$ cat src/rtl/voice_envelope_amp_pkg.sv
// Shared definitions for the per-voice ADSR envelope and amplitude scaler.
package voice_envelope_amp_pkg;

  localparam int SAMPLE_BITS_DEF  = 12;
  localparam int ENV_ACC_BITS_DEF = 16;
  localparam int ENV_BITS_DEF     = 8;

  typedef enum logic [2:0] {
    ENV_IDLE    = 3'd0,
    ENV_ATTACK  = 3'd1,
    ENV_DECAY   = 3'd2,
    ENV_SUSTAIN = 3'd3,
    ENV_RELEASE = 3'd4
  } env_state_e;

endpackage

$ cat src/rtl/voice_envelope_amp_scaler.sv
// Two-stage signed sample x unsigned envelope multiply with arithmetic floor shift.
module envelope_scaler #(
  parameter int SAMPLE_BITS = 12,
  parameter int ENV_BITS    = 8
) (
  input  logic                          main_clk,
  input  logic                          rst,
  input  logic                          sample_en,
  input  logic signed [SAMPLE_BITS-1:0] din,
  input  logic        [ENV_BITS-1:0]    env,
  output logic signed [SAMPLE_BITS-1:0] dout,
  output logic                          dout_valid
);

  localparam int PW = SAMPLE_BITS + ENV_BITS;

  logic signed [SAMPLE_BITS-1:0] din_s1;
  logic        [ENV_BITS-1:0]    env_s1;
  logic                          valid_s1;
  logic signed [PW-1:0]          din_ext;
  logic signed [PW-1:0]          env_ext;
  logic signed [PW-1:0]          product;

  // |din * env| < 2^(PW-1), so a PW-bit product is exact and dout cannot overflow.
  assign din_ext = {{ENV_BITS{din_s1[SAMPLE_BITS-1]}}, din_s1};
  assign env_ext = {{SAMPLE_BITS{1'b0}}, env_s1};
  assign product = din_ext * env_ext;

  always_ff @(posedge main_clk or negedge rst) begin
    if (!rst) begin
      din_s1     <= '0;
      env_s1     <= '0;
      valid_s1   <= 1'b0;
      dout       <= '0;
      dout_valid <= 1'b0;
    end else begin
      valid_s1   <= sample_en;
      dout_valid <= valid_s1;
      if (sample_en) begin
        din_s1 <= din;
        env_s1 <= env;
      end
      if (valid_s1) begin
        dout <= SAMPLE_BITS'(product >>> ENV_BITS);
      end
    end
  end

endmodule

$ cat src/rtl/voice_envelope_amp.sv
// Gate-driven ADSR envelope generator feeding a 2-cycle amplitude scaler.
// dout_valid: single-cycle pulse, no backpressure; dout holds until the next pulse.
module voice_envelope_amp
  import voice_envelope_amp_pkg::*;
#(
  parameter int SAMPLE_BITS  = SAMPLE_BITS_DEF,
  parameter int ENV_ACC_BITS = ENV_ACC_BITS_DEF,
  parameter int ENV_BITS     = ENV_BITS_DEF
) (
  input  logic                           main_clk,
  input  logic                           rst,
  input  logic                           sample_en,
  input  logic                           gate,
  input  logic        [ENV_ACC_BITS-1:0] attack_inc,
  input  logic        [ENV_ACC_BITS-1:0] decay_inc,
  input  logic        [ENV_ACC_BITS-1:0] release_inc,
  input  logic        [ENV_BITS-1:0]     sustain_level,
  input  logic signed [SAMPLE_BITS-1:0]  din,
  output logic signed [SAMPLE_BITS-1:0]  dout,
  output logic                           dout_valid,
  output logic        [ENV_BITS-1:0]     env_level,
  output logic        [2:0]              env_state,
  output logic                           busy
);

  localparam logic [ENV_ACC_BITS-1:0] ACC_MAX = '1;

  env_state_e              state, state_nxt;
  logic [ENV_ACC_BITS-1:0] acc, acc_nxt;
  logic                    gate_q;
  logic                    rise, fall, upd;
  logic [ENV_ACC_BITS-1:0] thr;
  logic [ENV_ACC_BITS:0]   att_sum;
  logic [ENV_ACC_BITS:0]   dec_diff;

  assign rise = gate & ~gate_q;
  assign fall = ~gate & gate_q;
  // Any gate edge, even an ignored fall, suppresses the accumulator update.
  assign upd  = sample_en & ~rise & ~fall;

  assign thr      = ENV_ACC_BITS'(sustain_level) << (ENV_ACC_BITS - ENV_BITS);
  assign att_sum  = {1'b0, acc} + {1'b0, attack_inc};
  assign dec_diff = {1'b0, acc} - {1'b0, decay_inc};

  always_ff @(posedge main_clk or negedge rst) begin
    if (!rst) begin
      state  <= ENV_IDLE;
      acc    <= '0;
      gate_q <= 1'b0;
    end else begin
      state  <= state_nxt;
      acc    <= acc_nxt;
      gate_q <= gate;
    end
  end

  always_comb begin
    state_nxt = state;
    acc_nxt   = acc;
    if (rise) begin
      state_nxt = ENV_ATTACK;
    end else begin
      case (state)
        ENV_IDLE: begin
          if (upd) acc_nxt = '0;
        end
        ENV_ATTACK: begin
          if (fall) begin
            state_nxt = ENV_RELEASE;
          end else if (upd) begin
            if (att_sum[ENV_ACC_BITS] || (att_sum[ENV_ACC_BITS-1:0] == ACC_MAX)) begin
              acc_nxt   = ACC_MAX;
              state_nxt = ENV_DECAY;
            end else begin
              acc_nxt = att_sum[ENV_ACC_BITS-1:0];
            end
          end
        end
        ENV_DECAY: begin
          if (fall) begin
            state_nxt = ENV_RELEASE;
          end else if (upd) begin
            // Borrow out of the subtraction means we fell below zero, hence below thr.
            if (dec_diff[ENV_ACC_BITS] || (dec_diff[ENV_ACC_BITS-1:0] <= thr)) begin
              acc_nxt   = thr;
              state_nxt = ENV_SUSTAIN;
            end else begin
              acc_nxt = dec_diff[ENV_ACC_BITS-1:0];
            end
          end
        end
        ENV_SUSTAIN: begin
          if (fall) begin
            state_nxt = ENV_RELEASE;
          end else if (upd) begin
            acc_nxt = thr;
          end
        end
        ENV_RELEASE: begin
          if (upd) begin
            if (release_inc >= acc) begin
              acc_nxt   = '0;
              state_nxt = ENV_IDLE;
            end else begin
              acc_nxt = acc - release_inc;
            end
          end
        end
        default: state_nxt = ENV_IDLE;
      endcase
    end
  end

  assign env_level = acc[ENV_ACC_BITS-1 -: ENV_BITS];
  assign env_state = state;
  assign busy      = (state != ENV_IDLE);

  envelope_scaler #(
    .SAMPLE_BITS(SAMPLE_BITS),
    .ENV_BITS   (ENV_BITS)
  ) u_scaler (
    .main_clk  (main_clk),
    .rst       (rst),
    .sample_en (sample_en),
    .din       (din),
    .env       (env_level),
    .dout      (dout),
    .dout_valid(dout_valid)
  );

endmodule

$ cat config.mk
export PLATFORM = sky130hd
export DESIGN_NAME = voice_envelope_amp
export DESIGN_NICKNAME = d
export VERILOG_FILES = /design/src/rtl/voice_envelope_amp_pkg.sv /design/src/rtl/voice_envelope_amp_scaler.sv /design/src/rtl/voice_envelope_amp.sv
export SDC_FILE = /design/constraint.sdc
export NUM_CORES = 1
export LEC_CHECK = 0
export CELL_PAD_IN_SITES_DETAIL_PLACEMENT = 0
export CELL_PAD_IN_SITES_GLOBAL_PLACEMENT = 1
export CORE_UTILIZATION = 45
export CTS_BUF_LIST = sky130_fd_sc_hd__clkbuf_8
export DETAILED_ROUTE_END_ITERATION = 7
export GPL_TIMING_DRIVEN = 0
export PLACE_DENSITY_LB_ADDON = 0.3
export SLEW_MARGIN = 20
export SYNTH_ARGS = -nofsm -noshare
export SYNTH_HDL_FRONTEND = slang
export SYNTH_SLANG_ARGS = --single-unit
$ cat constraint.sdc
create_clock -name main_clk -period 5.3 [get_ports main_clk]
set_clock_uncertainty 0.15 [all_clocks]
set_input_delay 1.06 -clock main_clk [delete_from_list [all_inputs] [get_ports main_clk]]
set_output_delay 1.06 -clock main_clk [all_outputs]
set_load 0.1 [all_outputs]
==> results.toml, run 1 <==
[sta]
hold_violations = 0
fin_crit_ns = 5.107
tightest_slew_ns = 0.9955
setup_viol = 0
fmax_mhz = 195.8
setup-tns-final_ns = 0
worst_slack_ns = 0.1933
fin_crit_sh = 0.9635
maxSlewViolCount = 0
max_slew_margin = 0.3343
rsz0062_at_grt = "yes"

[placed_design]
dp_hpwl_mm = 17.77
placed_area_um2 = 9797
post-place-ws_ns = -0.4062
port_buffers = 96
gp_congestion = 0.9569

[grt]
grt_pass1_wl_mm = 35.54
grt-ovfl-total = 0
grt_pass1_vias = 6960
antenna_found_initial = 0
grt_use_total = 0.2320
grt_max_degree = 55

[hold_path]
hold_class = "flop to flop"

[setup_path]
crit_chain = "clkbuf_4 -> nand2_1 -> fa_1 -> fa_1 -> inv_1 -> ha_1 -> inv_1 -> fa_1 -> inv_1 -> ha_1 -> nand4_1 -> o21bai_1 -> o311a_1 -> o31ai_4 -> a21oi_2 -> a211o_1 -> a21oi_2 -> xnor2_1 -> mux2_2"
slowest_delay_ns = 0.54
crit_path_top_delay_cell = "fa_1"
worstSetupEndpointType = "flop"
arrival_ns = 5.19
critical_path.max_fanout = 10
crit_required_ns = 5.39
critical_path_class = "flop to flop"
start_kind = "flop"

[clocking]
cts_made_buffers = 5
clkLatencyLatePin_ns = 0.34
cts_tree = "done"
cts_buffer_depth = 2
htreeDepth = 2
clock-sinks = 54
ctsRootBufferMaster = "clkbuf_8"
clkTransAtPathRegs_ns = 0.11

[yosys]
ys_ff_latch = 54
synth_cell_types = 81
synth_edf_count = 0
syn-num-nets = 1223
synthCells = 980
synth_area_per_cell_um2 = 8.698
seq_area_frac_synth = 0.1585
yosys_warnings = 0
synthFlopType = "dfrtp_1"
netlist_area_um2 = 8524
async_reset_ff_frac = 1.000

[route]
wl_mm = 21.45
dr.pass1.iters = 5
drc_errors = 0
ant_nets = 0
vias_per_cell = 5.379
vias = 7084
drt-initial-drc-count = 334
drt-wirelength-per-cell_um = 16.29

[cells_and_area]
num-nets-final = 1330
drive_gt1_frac = 0.09099
layout_commonest_cell = "inv_1"
layout_common_cells = "inv_1 (173), clkdlybuf4s50_1 (95), ha_1 (93)"
fin_area_um2 = 10010
antenna_cells = 0
syn2layout_area_growth_pct = 17.47

[die]
start_util = 0.4666
coreArea_um2 = 18270
io_pins = 97
dieArea_um2 = 19500
floorplan.rows = 49
die_y_um = 139.6
die_w_um = 139.6

[status]
status = "completed"

[flow_run]
maxCapViolCount = 0
[final timing paths]
check,start,end,slack (ns),depth (start not counted)
min in group asynchronous,rst,acc[0],0.54,2
worst max register to register,u_scaler.env_s1[1],u_scaler.dout[9],0.19,19
worst min-delay path,u_scaler.valid_s1,u_scaler.dout_valid,0.30,0
worst max-delay path,u_scaler.env_s1[1],u_scaler.dout[9],0.19,19
max in group asynchronous,rst,acc[14],4.21,2
worst min register to register,u_scaler.valid_s1,u_scaler.dout_valid,0.30,0
[sequential cells by signal (all words and copies together) (netlist names)]
register / flops
u_scaler.valid_s1: 1
u_scaler.dout: 12
u_scaler.din_s1: 12
env_state: 3
gate_q: 1
u_scaler.env_s1: 8
u_scaler.dout_valid: 1
acc: 16
[worst max-delay path, delay by kind of cell (launching register included)]
| family | cells | cell delay (ns) |
|---|---|---|
| xor gates and xnor gates | 1 | 0.07 |
| adders and majority gates | 5 | 2.10 |
| DFF | 1 | 0.43 |
| buffers and inverters | 4 | 0.40 |
| AOI/OAI and AO/OA | 6 | 1.41 |
| muxes | 1 | 0.25 |
| and+or+nand+nor | 2 | 0.18 |
[cell usage after synthesis (all sizes together) (9+ instances only)]
master    n  area share
a21oi    41       0.025
nor2b     9      0.0066
a211oi   12       0.012
ha       93        0.14
o21ai    42       0.025
nand3    20       0.012
nor2     28       0.013
nor3     24       0.017
inv     173       0.076
and3     12      0.0088
xnor2    30       0.032
a21o     16       0.014
o21a     10      0.0088
nand2b   11      0.0081
mux2     29       0.038
xor2     18       0.018
nand2    85       0.038
clkbuf   22      0.0097
buf      12       0.010
and2     53       0.039
dfrtp    54        0.16
fa       78        0.18
[metrics by stage]
step	util	hold slack, ns	instances
after CTS	0.5436	0.3002	1314
after global placement	0.5349	0.2617	1305
final	0.5481	0.2977	1317
after global routing	0.5481	0.3178	1317
after floorplan	-	0.2499	980
after detailed placement	0.5362	0.2722	1306
[cell type report]
type | instances | area (µm²)
Buffer | 33 | 180.2
Clock buffer | 6 | 82.58
Clock inverter | 2 | 38.79
Fill cell | 1762 | 8257
Inverter | 173 | 649.4
Multi-Input combinational cell | 719 | 6401
Sequential cell | 54 | 1351
Tap cell | 229 | 286.5
Timing Repair Buffer | 101 | 1023
[cell families after synthesis]
logic type,synth area share
AOI/OAI and AO/OA,0.1688
buffers and inverters,0.09599
and+or+nand+nor,0.1615
adders and majority gates,0.3197
xor gates and xnor gates,0.05020
muxes,0.04535
DFF,0.1585
[timing repair]
action                                  4_1_cts  5_1_grt
pin swaps                                     0        9
hold buffers                                  0        0
setup buffers                                 0        4
endpoints found under the setup margin        8       15
gates resized for setup                       6       26
[layer usage]
layer / vias to the layer above / GRT usage / routed length [µm]
li1: 3501 / - / -
met5: - / 0 / 0
met3: 18 / 0.02443 / 977
met4: 0 / 0.05263 / 281
met1: 3411 / 0.3545 / 11090
met2: 154 / 0.3499 / 9094
Power of run 1 is not shown: default switching activity piles up to over one toggle a cycle in this logic, so the estimate is an artifact.
==> run 2: changes to the inputs <==
--- a/config.mk
+++ b/config.mk
@@ -5,6 +5,7 @@
 export SDC_FILE = /design/constraint.sdc
 export NUM_CORES = 1
 export LEC_CHECK = 0
+export ABC_CLOCK_PERIOD_IN_PS = 5300
 export CELL_PAD_IN_SITES_DETAIL_PLACEMENT = 0
 export CELL_PAD_IN_SITES_GLOBAL_PLACEMENT = 1
 export CORE_UTILIZATION = 45
==> results of run 2 <==
No change in the layout: final DEF, timing and power equal those of run 1.
Power of run 2 is left out for the same reason.
==> run 3: changes to the inputs <==
--- a/config.mk
+++ b/config.mk
@@ -12,6 +12,7 @@
 export CTS_BUF_LIST = sky130_fd_sc_hd__clkbuf_8
 export DETAILED_ROUTE_END_ITERATION = 7
 export GPL_TIMING_DRIVEN = 0
+export MAX_ROUTING_LAYER = met4
 export PLACE_DENSITY_LB_ADDON = 0.3
 export SLEW_MARGIN = 20
 export SYNTH_ARGS = -nofsm -noshare
==> run 3 against run 2 <==
Sequential share of layout area up 0.059 points. Core utilization down 0.14 points. Sequential cell count unchanged. Global-route usage up 0.97 points. Maximum frequency up 0.16%. Highest routed layer unchanged. Via count up 1.2%. Critical path depth unchanged.
==> results.toml, run 3 (synthesized netlist as in run 1, its figures left out) <==
[status]
status = "completed"

[sta]
fin_crit_ns = 5.098
setup_viol = 0
tightest_slew_ns = 0.9883
rsz0062_at_grt = "yes"
fmax_mhz = 196.1
max_slew_margin = 0.3391
worst_slack_ns = 0.2016
hold_violations = 0
maxSlewViolCount = 0
fin_crit_sh = 0.9620

[clocking]
ctsRootBufferMaster = "clkbuf_8"
htreeDepth = 2
clkTransAtPathRegs_ns = 0.12
cts_hold_buffers = 0
clkLatencyLatePin_ns = 0.35
cts_tree = "done"
cts_made_buffers = 5
cts_buffer_depth = 2
clock-sinks = 54

[flow_run]
maxCapViolCount = 0

[route]
drt-wirelength-per-cell_um = 16.38
dr.pass1.iters = 5
ant_nets = 0
wl_mm = 21.57
drc_errors = 0
drt-initial-drc-count = 405
vias_per_cell = 5.443
vias = 7169

[placed_design]
dp_hpwl_mm = 17.86
gp_congestion = 0.9568
post-place-ws_ns = -0.4182
port_buffers = 96

[setup_path]
critPathLaunch = "u_scaler.din_s1[2]"
crit_chain = "clkbuf_1 -> nand2_1 -> fa_1 -> fa_1 -> inv_1 -> ha_1 -> inv_1 -> fa_1 -> inv_1 -> ha_1 -> nand4_1 -> o21bai_1 -> o311a_1 -> o31ai_4 -> a21oi_2 -> a211o_1 -> a21oi_2 -> xnor2_1 -> mux2_2"
cp.depth = 19
worstRegToRegCells = 19
r2r_start = "u_scaler.din_s1[2]"
arrival_ns = 5.19
slowest_delay_ns = 0.55
start_kind = "flop"
critical_path.max_fanout = 9
crit_path_top_delay_cell = "fa_1"
critPathTopFamily = "adder cells"
worstSetupEndpointType = "flop"
critPathBufInv = 4
crit_required_ns = 5.39
critical_path_class = "flop to flop"

[grt]
grt_use_total = 0.2417
antenna_found_initial = 0
grt-ovfl-total = 0
grt_pass1_vias = 7111
grt_pass1_wl_mm = 36.00
grt_max_degree = 55

[cells_and_area]
top_regs = "acc x16, u_scaler.din_s1 x12, u_scaler.dout x12"
antenna_cells = 0
nFillCells = 1733
layout_commonest_cell = "inv_1"
num-nets-final = 1330
drive_gt1_frac = 0.09007
layout_common_cells = "inv_1 (173), clkdlybuf4s50_1 (95), ha_1 (93)"
regMostFlops = "acc"
largest_register_ffs = 16
syn2layout_area_growth_pct = 17.17

[hold_path]
hold_start = "u_scaler.valid_s1"
whs_path_depth = 0
hold_class = "flop to flop"

[die]
io_pins = 97
start_util = 0.4666
dieArea_um2 = 19500
floorplan.rows = 49
die_y_um = 139.6
die_w_um = 139.6
coreArea_um2 = 18270
[run 3: per-layer routing]
metal | part of all wire | track usage | wire length, µm | vias to the layer above
li1 | - | - | - | 3496
met1 | 0.51 | 0.3567 | 10940 | 3484
met2 | 0.43 | 0.3597 | 9265 | 179
met3 | 0.054 | 0.02409 | 1158 | 10
met4 | 0.0099 | 0.04511 | 214 | 0
met5 | 0 | - | 0 | -
[run 3: timing repair]
item | in CTS | in global routing
resized for setup | 6 | 18
pin swaps | 1 | 6
gates cloned | 0 | 0
setup endpoints to repair | 8 | 14
setup buffers | 2 | 3
[run 3: layout make-up]
cell class | instances | area [µm²] | area share
Multi-Input combinational cell | 719 | 6381 | 0.6389
Tap cell | 229 | 286.5 | 0.02869
Sequential cell | 54 | 1354 | 0.1355
Clock buffer | 6 | 82.58 | 0.008268
Timing Repair Buffer | 102 | 1023 | 0.1025
Inverter | 173 | 649.4 | 0.06501
Clock inverter | 2 | 38.79 | 0.003883
Buffer | 32 | 172.7 | 0.01729
[run 3: per-stage QoR]
step | TNS, ns | cells | util | instance area [µm²] | hold WS, ns
2_1_floorplan | 0 | 980 | - | 8524 | 0.2499
3_3_place_gp | -2.475 | 1305 | 0.5349 | 9772 | 0.2619
3_5_place_dp | -3.620 | 1306 | 0.5362 | 9797 | 0.2631
4_1_cts | 0 | 1315 | 0.5442 | 9942 | 0.2953
5_1_grt | -0.008873 | 1317 | 0.5467 | 9988 | 0.3096
6_report | 0 | 1317 | 0.5467 | 9988 | 0.2944
[run 3: final timing paths]
| path | to | slack [ns] |
|---|---|---|
| setup / recovery | u_scaler.dout[9] | 0.20 |
| hold / removal | u_scaler.dout_valid | 0.29 |
| setup reg to reg | u_scaler.dout[9] | 0.20 |
| hold reg to reg | u_scaler.dout_valid | 0.29 |
| max in group asynchronous | u_scaler.env_s1[5] | 4.16 |
| min in group asynchronous | acc[9] | 0.55 |
Power of run 3 is left out for the same reason.
==> patch 1: new RTL, config.mk and constraints of run 2 <==
Set the package constant `SAMPLE_BITS_DEF` to 6 (it was 12).
--- a/src/rtl/voice_envelope_amp_pkg.sv
+++ b/src/rtl/voice_envelope_amp_pkg.sv
@@ -1,7 +1,7 @@
 // Shared definitions for the per-voice ADSR envelope and amplitude scaler.
 package voice_envelope_amp_pkg;
 
-  localparam int SAMPLE_BITS_DEF  = 12;
+  localparam int SAMPLE_BITS_DEF  = 6;
   localparam int ENV_ACC_BITS_DEF = 16;
   localparam int ENV_BITS_DEF     = 8;
 
Ports: changed (resized din and dout); port bits go from 97 to 85. The function was not compared with the original's and may differ.
==> patch 1 against run 2 <==
- synthesized area down 28%
- first-iteration DRC count down 11%
- final area down 22%
- wire length down 19%
- worst setup slack worse by 160 ps
- sequential cell count down 12
- final cell count down 23%
- register-to-register slack better by 70 ps
- largest cell class unchanged
- highest routed layer unchanged
Power is left out: the tool's default activity adds up to more than one toggle a clock period on the data nets, which glitch-free logic cannot reach.
==> patch 1: results (changes against run 2) <==
| Metric | Value |
|---|---|
| Status | completed |
| Post-CTS Resized | 29 (+23) |
| IO Port Bufs | 84 (-13%) |
| Largest net degree at the start of global routing | 32 (-42%) |
| Post-Syn Nets | 898 (-27%) |
| Initial antenna violation count | 0 (unchanged) |
| Sequential share of cell area | 0.136 (+0.000862) |
| Later-pin clock latency in the skew report | 310 ps (-30 ps) |
| Seq cells | 42 (-22%) |
| Filler Cell Count | 1,219 (-31%) |
| Max FO, Critical Path | 4 (-6) |
| FF-to-FF Start | u_scaler.din_s1[2] |
| Synth Area in Compound Gates | 0.219 (+0.0499) |
| CP top delay family | simple AND/OR/NAND/NOR gates |
| Placed insts | 980 (-25%) |
| Worst-path clk slew | 80 ps (-30 ps) |
| Post-Synthesis Cells | 719 (-27%) |
| Overall routing resource usage | 0.251 (+0.0189) |
| H-tree levels | 2 (unchanged) |
| Post-place instance area | 0.00718 sq mm (-27%) |
| Seq/Total Area, Yosys | 0.172 (+0.0137) |
| Layout cells sized above 1 | 0.164 (+0.0733) |
| First-pass GRT wire length | 28.0 mm (-21%) |
| Final instance count without filler cells | 1,016 (-23%) |
| Antenna Diode Count | 0 (unchanged) |
| Top cells by area, synth | ha_1 18%, dfrtp_1 17%, fa_1 8.9% |
| Multiplexer share of the synthesized area | 0.0494 (+0.00405) |
| Number of DRC markers in iteration 0 | 297 (-11%) |
| Async S/R FF share, synth | 1.00 (unchanged) |
| WHS | 245 ps (-52.8 ps) |
| Max clock buf depth | 2 (unchanged) |
| Place WS | -1010 ps (-607 ps) |
| Fin area | 0.00781 sq mm (-22%) |
| Non-clock buffer count | 140 (+4.5%) |
| R2r endpoint | u_scaler.dout[5] |
| Top post-synthesis cells by count | 86 x ha_1, 80 x inv_1, 54 x nand2_1 |
| Inverters | 80 (-54%) |
| Number of global-route vias before repair | 5,699 (-18%) |
| Biggest regs | acc (16), u_scaler.env_s1 (8) |
| Wire length per cell | 17.1 um (+4.7%) |
| Unique masters post-synth | 72 (-11%) |
| Worst slew margin | 0.344 (+0.0102) |
| Placer congestion estimate | 0.880 (-8.0%) |
| Critical Path Max Stage Delay | around 530 ps |
| Clock buf/inv share | 0.0144 (+0.00229) |
| CTS root buffer | clkbuf_8 |
| Multi-input combinational area share | 0.627 (-0.0127) |
| CP max-delay cell | or4_4 |
| Setup Fix Bufs, Post-CTS | 15 (+15) |
| Worst hold path type | flop to flop |
| Post-Synth Adder-Cell Area | 0.265 (-0.0548) |
| Worst R2R Setup Slack | 260 ps (+70 ps) |
| Non-clock buffer share | 0.157 (+0.0364) |
| Die area | 0.0140 sq mm (-28%) |
| Comb_multi_in | 571 (-21%) |
| Via-per-instance ratio | 5.62 (+4.4%) |
| Hold path cells | 0 (unchanged) |
| Post-DP HPWL | 13.8 mm (-22%) |
| Crit path DAT | 5320 ps (+130 ps) |
| XOR/XNOR share of the synthesized area | 0.0560 (+0.00577) |
[patch 1: changes by cell type in the layout (fill, tap and decap cells not counted), moves of 13 or more]
cell and delta:
inv_1 -101, fa_1 -51, and2_1 -31, nand2_1 -30, buf_4 +28, clkdlybuf4s50_1 -20, dfrtp_1 -20, ha_1 -17
nand3_1 -13, nor3_1 -13
[patch 1: worst max path at each step]
stage                  from      endpoint  slack [ps]  cells past startpoint
6_report       decay_inc[9]  env_state[2]          40                     16
3_3_place_gp   decay_inc[1]  env_state[2]       -1000                     18
4_1_cts        decay_inc[7]  env_state[2]           7                     20
5_1_grt        decay_inc[1]  env_state[2]         -20                     19
2_1_floorplan  decay_inc[0]  env_state[2]          50                     18
3_5_place_dp   decay_inc[1]  env_state[2]       -1010                     18
[patch 1: layer usage]
metal  wire [um]  track usage  vias to the layer above  part of all wire
met5           0            0                        -                 0
met4         354       0.0712                        0             0.020
met3         586       0.0376                       27             0.034
met2        8810        0.447                      121              0.51
met1        7580        0.313                     2746              0.44
li1            -            -                     2811                 -
==> patch 2: new RTL, settings of run 2 <==
Without the edit above. Make the reset (`rst`) synchronous in 2 clocked blocks.
--- a/src/rtl/voice_envelope_amp_scaler.sv
+++ b/src/rtl/voice_envelope_amp_scaler.sv
@@ -26,7 +26,7 @@
   assign env_ext = {{SAMPLE_BITS{1'b0}}, env_s1};
   assign product = din_ext * env_ext;
 
-  always_ff @(posedge main_clk or negedge rst) begin
+  always_ff @(posedge main_clk) begin
     if (!rst) begin
       din_s1     <= '0;
       env_s1     <= '0;
--- a/src/rtl/voice_envelope_amp.sv
+++ b/src/rtl/voice_envelope_amp.sv
@@ -42,7 +42,7 @@
   assign att_sum  = {1'b0, acc} + {1'b0, attack_inc};
   assign dec_diff = {1'b0, acc} - {1'b0, decay_inc};
 
-  always_ff @(posedge main_clk or negedge rst) begin
+  always_ff @(posedge main_clk) begin
     if (!rst) begin
       state  <= ENV_IDLE;
       acc    <= '0;
Check against the original RTL: differs if rst is asserted again (counterexample within 4 cycles, from zero or initial values and one cycle with rst low); with rst held inactive, the same outputs for 4 cycles.
==> patch 2 against run 2 <==
- global-route usage increased by 1.2 points
- synthesized area decreased by 0.32%
- count of clock-buffer cells in the layout is 1 lower
- critical path depth down 1
- wire length is 6.3% higher
- final area rose by 1.2%
- non-clock buffer count increased by 10
- sequential cell count is the same
- worst setup slack worse by 25 ps
Power is left out: it rests on default switching activity, and per cell area and clock period it moved more than threefold.
==> patch 2: results (changes against run 2) <==
| Metric | Value |
|---|---|
| Status | completed |
| Filler Cell Count | 1,746 (-0.91%) |
| Wire length per cell | 16.4 um (+0.99%) |
| Multiplexer share of the synthesized area | 0.0381 (-0.00722) |
| Met1 Use GR | 0.373 (+0.0188) |
| Top post-synthesis cells by count | 178 x inv_1, 93 x ha_1, 90 x nand2_1 |
| CP top delay family | compound AO/OA/AOI/OAI gates |
| Post-DP HPWL | 18.6 mm (+4.5%) |
| Synth Area in Compound Gates | 0.177 (+0.00850) |
| Met3 Track Usage GR | 0.0272 (+0.00275) |
| Seq/Total Area, Yosys | 0.127 (-0.0313) |
| Measured slew at the worst slew-check pin | 987 ps (-8.87 ps) |
| Nets@finish | 1,399 (+5.2%) |
| Hold Path Origin | u_scaler.dout[0] |
| Largest net degree at the start of global routing | 20 (-64%) |
| Layout cells sized above 1 | 0.0735 (-0.0175) |
| Post-Synth Adder-Cell Area | 0.321 (+0.00104) |
| XOR/XNOR share of the synthesized area | 0.0567 (+0.00649) |
| Via-per-instance ratio | 5.43 (+0.87%) |
| CP max-delay cell | or4_4 |
| IO Port Bufs | 95 (-1.0%) |
| R2r endpoint | u_scaler.dout[11] |
| Top cells by area, synth | fa_1 18%, ha_1 14%, dfxtp_1 13% |
| Async S/R FF share, synth | 0 (-1.00) |
| Worst R2R Setup Slack | 280 ps (+90 ps) |
| Synth Flop Type | dfxtp_1 |
| First-pass GRT wire length | 37.4 mm (+5.2%) |
| Worst-path clk slew | 130 ps (+20 ps) |
| Overall routing resource usage | 0.244 (+0.0118) |
| Number of global-route vias before repair | 7,247 (+4.1%) |
| Max FO, Critical Path | 6 (-4) |
| Crit path DAT | 5210 ps (+20 ps) |
| Worst R2R Path Depth | 17 (-2) |
| FF-to-FF Start | u_scaler.env_s1[3] |
| Placer congestion estimate | 0.898 (-6.2%) |
| Unique masters post-synth | 75 (-7.4%) |
| Met2 Usage GRT | 0.366 (+0.0161) |
| Number of DRC markers in iteration 0 | 413 (+24%) |
| Post-place instance area | 0.00973 sq mm (-0.64%) |
| Hold path cells | 1 (+1) |
==> patch 2: how the worst max path moves through the flow <==
stage | startpoint | end | slack [ps] | cells after the start
floorplan | decay_inc[0] | acc[14] | 220 | 18
global placement | decay_inc[0] | acc[14] | -750 | 19
detailed placement | decay_inc[0] | acc[14] | -750 | 19
CTS | u_scaler.env_s1[2] | u_scaler.dout[11] | 6 | 19
global route | decay_inc[2] | acc[8] | -40 | 18
finish | decay_inc[4] | acc[14] | 170 | 18
==> patch 2: what timing repair did <==
item	CTS	global route
endpoints found under the setup margin	24	23
resized for setup	24	29
setup buffers	3	9
pin swaps	7	27
==> patch 2: final cells by class <==
type | instances | area, sq um | area share
clock buffer | 5 | 68.8 | 0.00679
multi-input combinational | 773 | 6760 | 0.667
buffer | 37 | 193 | 0.0190
sequential | 54 | 1080 | 0.107
clock inverter | 3 | 28.8 | 0.00284
inverter | 178 | 668 | 0.0659
tap | 229 | 287 | 0.0283
timing repair buffer | 107 | 1050 | 0.103
==> patch 2: routing by layer <==
metal | routed length (um) | share of wire
met5 | 0 | 0
met4 | 244 | 0.011
met3 | 1200 | 0.053
met2 | 9560 | 0.42
met1 | 11800 | 0.52
==> patch 2: through the flow <==
| stage | hold slack [ps] | TNS (ps) | setup slack, ps | std cells |
|---|---|---|---|---|
| floorplan | 309 | 0 | 224 | 1044 |
| global placement | 317 | -13290 | -751 | 1368 |
| detailed placement | 321 | -13650 | -748 | 1368 |
| CTS | 353 | 0 | 6.27 | 1378 |
| global route | 388 | -102 | -41.2 | 1386 |
| finish | 346 | 0 | 168 | 1386 |
